**src/rtl/multicycle_main_controller.sv**
```systemverilog
// RV32I multi-cycle main controller: sequencing FSM, ALU decode,
// immediate select, PC-write logic and retired-instruction counter.
module multicycle_main_controller #(
    parameter int RETIRE_W   = 32,
    parameter bit ENABLE_BNE = 1'b1
) (
    input  logic                clk,
    input  logic                reset,
    input  logic [6:0]          op,
    input  logic [2:0]          funct3,
    input  logic                funct7b5,
    input  logic                zero,
    output logic                pc_write,
    output logic                adr_src,
    output logic                mem_write,
    output logic                ir_write,
    output logic [1:0]          result_src,
    output logic [1:0]          alu_src_a,
    output logic [1:0]          alu_src_b,
    output logic [2:0]          alu_control,
    output logic [2:0]          imm_src,
    output logic                reg_write,
    output logic                illegal_op,
    output logic [RETIRE_W-1:0] retired,
    output logic [3:0]          state_dbg
);

    typedef enum logic [3:0] {
        FETCH    = 4'd0,
        DECODE   = 4'd1,
        MEMADR   = 4'd2,
        MEMREAD  = 4'd3,
        MEMWB    = 4'd4,
        MEMWRITE = 4'd5,
        EXECR    = 4'd6,
        EXECI    = 4'd7,
        ALUWB    = 4'd8,
        BRANCH   = 4'd9,
        JAL      = 4'd10,
        AUIPC    = 4'd11,
        LUI      = 4'd12
    } state_t;

    typedef enum logic [1:0] {
        AOP_ADD,
        AOP_SUB,
        AOP_FUNCT
    } alu_op_t;

    localparam logic [6:0] OP_LW    = 7'b0000011;
    localparam logic [6:0] OP_SW    = 7'b0100011;
    localparam logic [6:0] OP_R     = 7'b0110011;
    localparam logic [6:0] OP_I     = 7'b0010011;
    localparam logic [6:0] OP_BR    = 7'b1100011;
    localparam logic [6:0] OP_JAL   = 7'b1101111;
    localparam logic [6:0] OP_AUIPC = 7'b0010111;
    localparam logic [6:0] OP_LUI   = 7'b0110111;

    state_t  state;
    state_t  state_nx;
    alu_op_t alu_op;
    logic    pc_update;
    logic    branch;
    logic    ir_w;
    logic    mem_w;
    logic    reg_w;
    logic    ill;
    logic    br_f3_ok;
    logic    br_cond;

    always_ff @(posedge clk or negedge reset) begin
        if (!reset) state <= FETCH;
        else        state <= state_nx;
    end

    assign br_f3_ok = (funct3 == 3'b000) ||
                      (ENABLE_BNE && (funct3 == 3'b001));

    always_comb begin
        state_nx   = FETCH;
        alu_op     = AOP_ADD;
        pc_update  = 1'b0;
        branch     = 1'b0;
        ir_w       = 1'b0;
        mem_w      = 1'b0;
        reg_w      = 1'b0;
        ill        = 1'b0;
        adr_src    = 1'b0;
        result_src = 2'b00;
        alu_src_a  = 2'b00;
        alu_src_b  = 2'b00;
        case (state)
            FETCH: begin
                ir_w       = 1'b1;
                alu_src_b  = 2'b10;
                result_src = 2'b10;
                pc_update  = 1'b1;
                state_nx   = DECODE;
            end
            DECODE: begin
                alu_src_a = 2'b01;
                alu_src_b = 2'b01;
                case (op)
                    OP_LW, OP_SW: state_nx = MEMADR;
                    OP_R:         state_nx = EXECR;
                    OP_I:         state_nx = EXECI;
                    OP_JAL:       state_nx = JAL;
                    OP_AUIPC:     state_nx = AUIPC;
                    OP_LUI:       state_nx = LUI;
                    OP_BR: begin
                        if (br_f3_ok) state_nx = BRANCH;
                        else          ill      = 1'b1;
                    end
                    default:      ill      = 1'b1;
                endcase
            end
            MEMADR: begin
                alu_src_a = 2'b10;
                alu_src_b = 2'b01;
                state_nx  = op[5] ? MEMWRITE : MEMREAD;
            end
            MEMREAD: begin
                adr_src  = 1'b1;
                state_nx = MEMWB;
            end
            MEMWB: begin
                result_src = 2'b01;
                reg_w      = 1'b1;
            end
            MEMWRITE: begin
                adr_src = 1'b1;
                mem_w   = 1'b1;
            end
            EXECR: begin
                alu_src_a = 2'b10;
                alu_op    = AOP_FUNCT;
                state_nx  = ALUWB;
            end
            EXECI: begin
                alu_src_a = 2'b10;
                alu_src_b = 2'b01;
                alu_op    = AOP_FUNCT;
                state_nx  = ALUWB;
            end
            ALUWB: reg_w = 1'b1;
            BRANCH: begin
                alu_src_a = 2'b10;
                alu_op    = AOP_SUB;
                branch    = 1'b1;
            end
            JAL: begin
                alu_src_a = 2'b01;
                alu_src_b = 2'b10;
                pc_update = 1'b1;
                state_nx  = ALUWB;
            end
            AUIPC: begin
                alu_src_a = 2'b01;
                alu_src_b = 2'b01;
                state_nx  = ALUWB;
            end
            LUI: begin
                alu_src_a = 2'b11;
                alu_src_b = 2'b01;
                state_nx  = ALUWB;
            end
            default: state_nx = FETCH;
        endcase
    end

    always_comb begin
        alu_control = 3'b000;
        case (alu_op)
            AOP_SUB: alu_control = 3'b001;
            AOP_FUNCT: begin
                case (funct3)
                    3'b000:  alu_control = (op[5] & funct7b5) ?
                                           3'b001 : 3'b000;
                    3'b010:  alu_control = 3'b101;
                    3'b110:  alu_control = 3'b011;
                    3'b111:  alu_control = 3'b010;
                    default: alu_control = 3'b000;
                endcase
            end
            default: alu_control = 3'b000;
        endcase
    end

    always_comb begin
        imm_src = 3'b000;
        unique case (1'b1)
            (op == OP_SW):    imm_src = 3'b001;
            (op == OP_BR):    imm_src = 3'b010;
            (op == OP_JAL):   imm_src = 3'b011;
            (op == OP_AUIPC),
            (op == OP_LUI):   imm_src = 3'b100;
            default:          imm_src = 3'b000;
        endcase
    end

    // bit 0 of funct3 distinguishes bne from beq
    assign br_cond    = funct3[0] ? ~zero : zero;
    assign pc_write   = reset & (pc_update | (branch & br_cond));
    assign ir_write   = reset & ir_w;
    assign mem_write  = reset & mem_w;
    assign reg_write  = reset & reg_w;
    assign illegal_op = reset & ill;
    assign state_dbg  = state;

    always_ff @(posedge clk or negedge reset) begin
        if (!reset) begin
            retired <= '0;
        end else if (state == MEMWB || state == MEMWRITE ||
                     state == ALUWB || state == BRANCH) begin
            retired <= retired + {{(RETIRE_W-1){1'b0}}, 1'b1};
        end
    end

endmodule

```
**config.mk**
```make
export PLATFORM = sky130hd
export DESIGN_NAME = multicycle_main_controller
export DESIGN_NICKNAME = d
export VERILOG_FILES = /design/src/rtl/multicycle_main_controller.sv
export SDC_FILE = /design/constraint.sdc
export NUM_CORES = 1
export LEC_CHECK = 0
export ABC_AREA = 0
export CAP_MARGIN = 5
export CORE_ASPECT_RATIO = 0.5
export CORE_UTILIZATION = 47
export CTS_CLUSTER_DIAMETER = 120
export CTS_CLUSTER_SIZE = 28
export DETAILED_ROUTE_END_ITERATION = 8
export PLACE_DENSITY_LB_ADDON = 0.08
export RECOVER_POWER = 100
export SYNTH_ARGS = -nofsm -noshare
export SYNTH_HDL_FRONTEND = slang
export SYNTH_SLANG_ARGS = --single-unit
```
**constraint.sdc**
```tcl
create_clock -name clk -period 1.8 [get_ports clk]
set_input_delay 0.36 -clock clk [delete_from_list [all_inputs] [get_ports clk]]
set_output_delay 0.36 -clock clk [all_outputs]
set_load 0.01 [all_outputs]
```
==> flow_summary.json <==
{
  "status": "finished with violations",
  "violations": "DRC, setup timing",
  "clk_path_buf_depth": 2,
  "multi_input_area_mm2": 0.00141,
  "fillCellCount": 208,
  "fp.dieArea_mm2": 0.00490,
  "die_x_um": 98.0,
  "cts.htree.levels": 2,
  "avgSynthCellArea_um2": 9.76,
  "setup_slack_ps": -288,
  "finalPower_mw": 2.89,
  "vdd_ir_drop_max_uv": 389,
  "io_pins": 68,
  "postSynthRegisterBits": 36,
  "final_common_cell": "buf_4",
  "synth_top_cell_by_area": "dfrtp_1",
  "final-instance-count-excl-fill": 423,
  "core_area_mm2": 0.00440,
  "antenna_found_initial": 0,
  "cp.required_ps": 1440,
  "viasPerCell": 5.50,
  "cp_max_fo": 4,
  "max_freq_mhz": 479,
  "synth_edf_count": 0,
  "worstSkewPairLatency_ps": 290,
  "cp.arrival_ps": 1730,
  "synthToLayoutAreaGrowth_pct": 77.4,
  "synthArstFlopShare_pct": 100,
  "vias": 2327,
  "synth_warnings": 0,
  "synth_nets": 239,
  "seqCellArea_um2": 905,
  "grt_pass1_vias": 2040,
  "ant_nets": 0,
  "postLayoutCoreUtil_pct": 87.3,
  "ctsHoldBuffers": 0,
  "place_ws_ps": -847,
  "drt_iter0_drc": 101,
  "die_y_um": 50.0,
  "clock_sinks": 36,
  "cp-end-kind": "primary output",
  "syn_inst": 222,
  "dp_hpwl_um": 4000,
  "cts_tree": "built",
  "layout_common_cells": "buf_4 (53), clkdlybuf4s50_1 (35), dfrtp_1 (33)",
  "route.detailed.drc": 4,
  "rsz0062_at_grt": "yes",
  "synth_ff_type": "dfrtp_1",
  "power.density_mw_per_mm2": 752,
  "cts_buffers": 5,
  "diodes": 0,
  "dr.pass1.iters": 6,
  "drv_slew": 0,
  "gp_congestion": 0.872,
  "fin_nets": 382,
  "power_leakage_nw": 1.77,
  "start_util_pct": 49.2,
  "worstMarginPinSlew_ps": 866,
  "drive_gt1_share_pct": 44.0,
  "worstSetupStartpointType": "flip-flop",
  "period_share_pct": 116,
  "grt_first_pass_wirelength_um": 9410,
  "placed_cells": 386,
  "hp-class": "in2async",
  "hold_viol": 0,
  "setup_viol": 31,
  "grt-ovfl-total": 0,
  "yosysTopAreaCellShare_pct": 41.6,
  "ys_seq_area_share_pct": 41.6,
  "synth_area_mm2": 0.00217,
  "wl_per_cell_um": 17.7,
  "max_slew_margin_pct": 42.3,
  "path_buf_inv": 3,
  "drv_cap": 0,
  "groute.usage.overall_pct": 25.1,
  "crit_path_top_delay_cell": "dfrtp_2",
  "path_class": "reg2out",
  "cp_slowest_stage_delay_ps": 440,
  "rows": 17,
  "yosys-top-cells-area": "dfrtp_1 (42%), xnor2_1 (11%), nand4_1 (4.3%)",
  "critPathTopFamily": "simple AND/OR/NAND/NOR gates",
  "finalCriticalPeriod_ps": 2090,
  "cts_root_buffer": "clkbuf_8",
  "port_buffers": 67,
  "worst_clock_skew_ps": 10.9,
  "finalWirelength_um": 7480,
  "path_clk_slew_ps": 80,
  "synth.distinct_cells": 45,
  "grt_max_degree": 17,
  "hold_slack_ps": 438,
  "cp_cell_sequence": "nor2b_1 -> nand2_2 -> buf_4 -> inv_4 -> ha_4 -> a31oi_2 -> nor2_1 -> buf_2"
}
-- worst reg2reg max path, cell delays in order, from the launching register on --
cell and delay, ps:
dfrtp_2 460, buf_6 160, buf_12 120, xnor2_4 130, buf_6 120, buf_8 130, nor3_4 260, buf_4 180
nand2_2 70, xnor2_1 220
-- path summary, 6_finish.rpt --
| check | startpoint | end | slack [ps] | depth (start not counted) |
|---|---|---|---|---|
| worst max-delay path | state_dbg[3] | alu_control[0] | -290 | 8 |
| worst min-delay path | reset | retired[30] | 440 | 2 |
| worst max register to register | state_dbg[2] | retired[10] | -140 | 9 |
| worst min register to register | retired[31] | retired[31] | 480 | 1 |
| max in group asynchronous | reset | state_dbg[1] | 590 | 2 |
| min in group clk | retired[31] | retired[31] | 480 | 1 |
-- state kept, by name (all words and copies together) (netlist names) --
name and flops:
state_dbg 4, retired 32
-- cells in the mapped netlist, types with 6 or more instances --
| library cell | number |
|---|---|
| a21oi_1 | 8 |
| and3_1 | 8 |
| dfrtp_1 | 36 |
| inv_1 | 9 |
| nand2_1 | 21 |
| nand3_1 | 9 |
| nand4_1 | 15 |
| nor2_1 | 16 |
| nor3_1 | 8 |
| nor4_1 | 6 |
| xnor2_1 | 27 |
| xor2_1 | 8 |
-- final cells by class --
cell class	instances	share of cell area, %
Inverter	9	0.944
Clock inverter	1	0.781
Multi-Input combinational cell	168	36.8
Timing Repair Buffer	145	33.6
Sequential cell	36	23.5
Clock buffer	7	2.51
Tap cell	57	1.85
-- power breakdown --
group | total [mW] | internal [mW] | switching [mW] | leakage (nW)
clock | 0.788 | 0.489 | 0.299 | 0.0645
combinational | 1.18 | 0.637 | 0.540 | 1.21
sequential | 0.926 | 0.858 | 0.0679 | 0.490
-- layer usage --
metal / global-route usage [%] / vias to the layer above / wire, um
met5: 0 / - / 0
met4: 10.1 / 0 / 238
met3: 6.38 / 22 / 502
met2: 44.5 / 100 / 3670
met1: 29.4 / 1133 / 3070
li1: - / 1072 / -
-- metrics by stage --
stage	TNS (ps)	area, um2
6_report	-2980	3840
3_5_place_dp	-5950	3220
5_1_grt	-5290	3840
3_3_place_gp	-5800	3220
2_1_floorplan	0	2190
4_1_cts	-1220	3470
-- timing repair --
item	CTS	global route
pin swaps	14	31
cloned	0	1
resized for setup	123	64
endpoints found under the setup margin	20	39
endpoints found under the hold margin	0	0
setup buffers	8	21
-- cell families after synthesis --
group | share of synthesized area, %
fa+ha+maj | 1.73
buf+inv | 4.97
compound gates | 7.33
mux | 1.50
xor+xnor | 15.4
flops | 41.6
simple gates | 27.5
(Power assumes the default switching activity.)
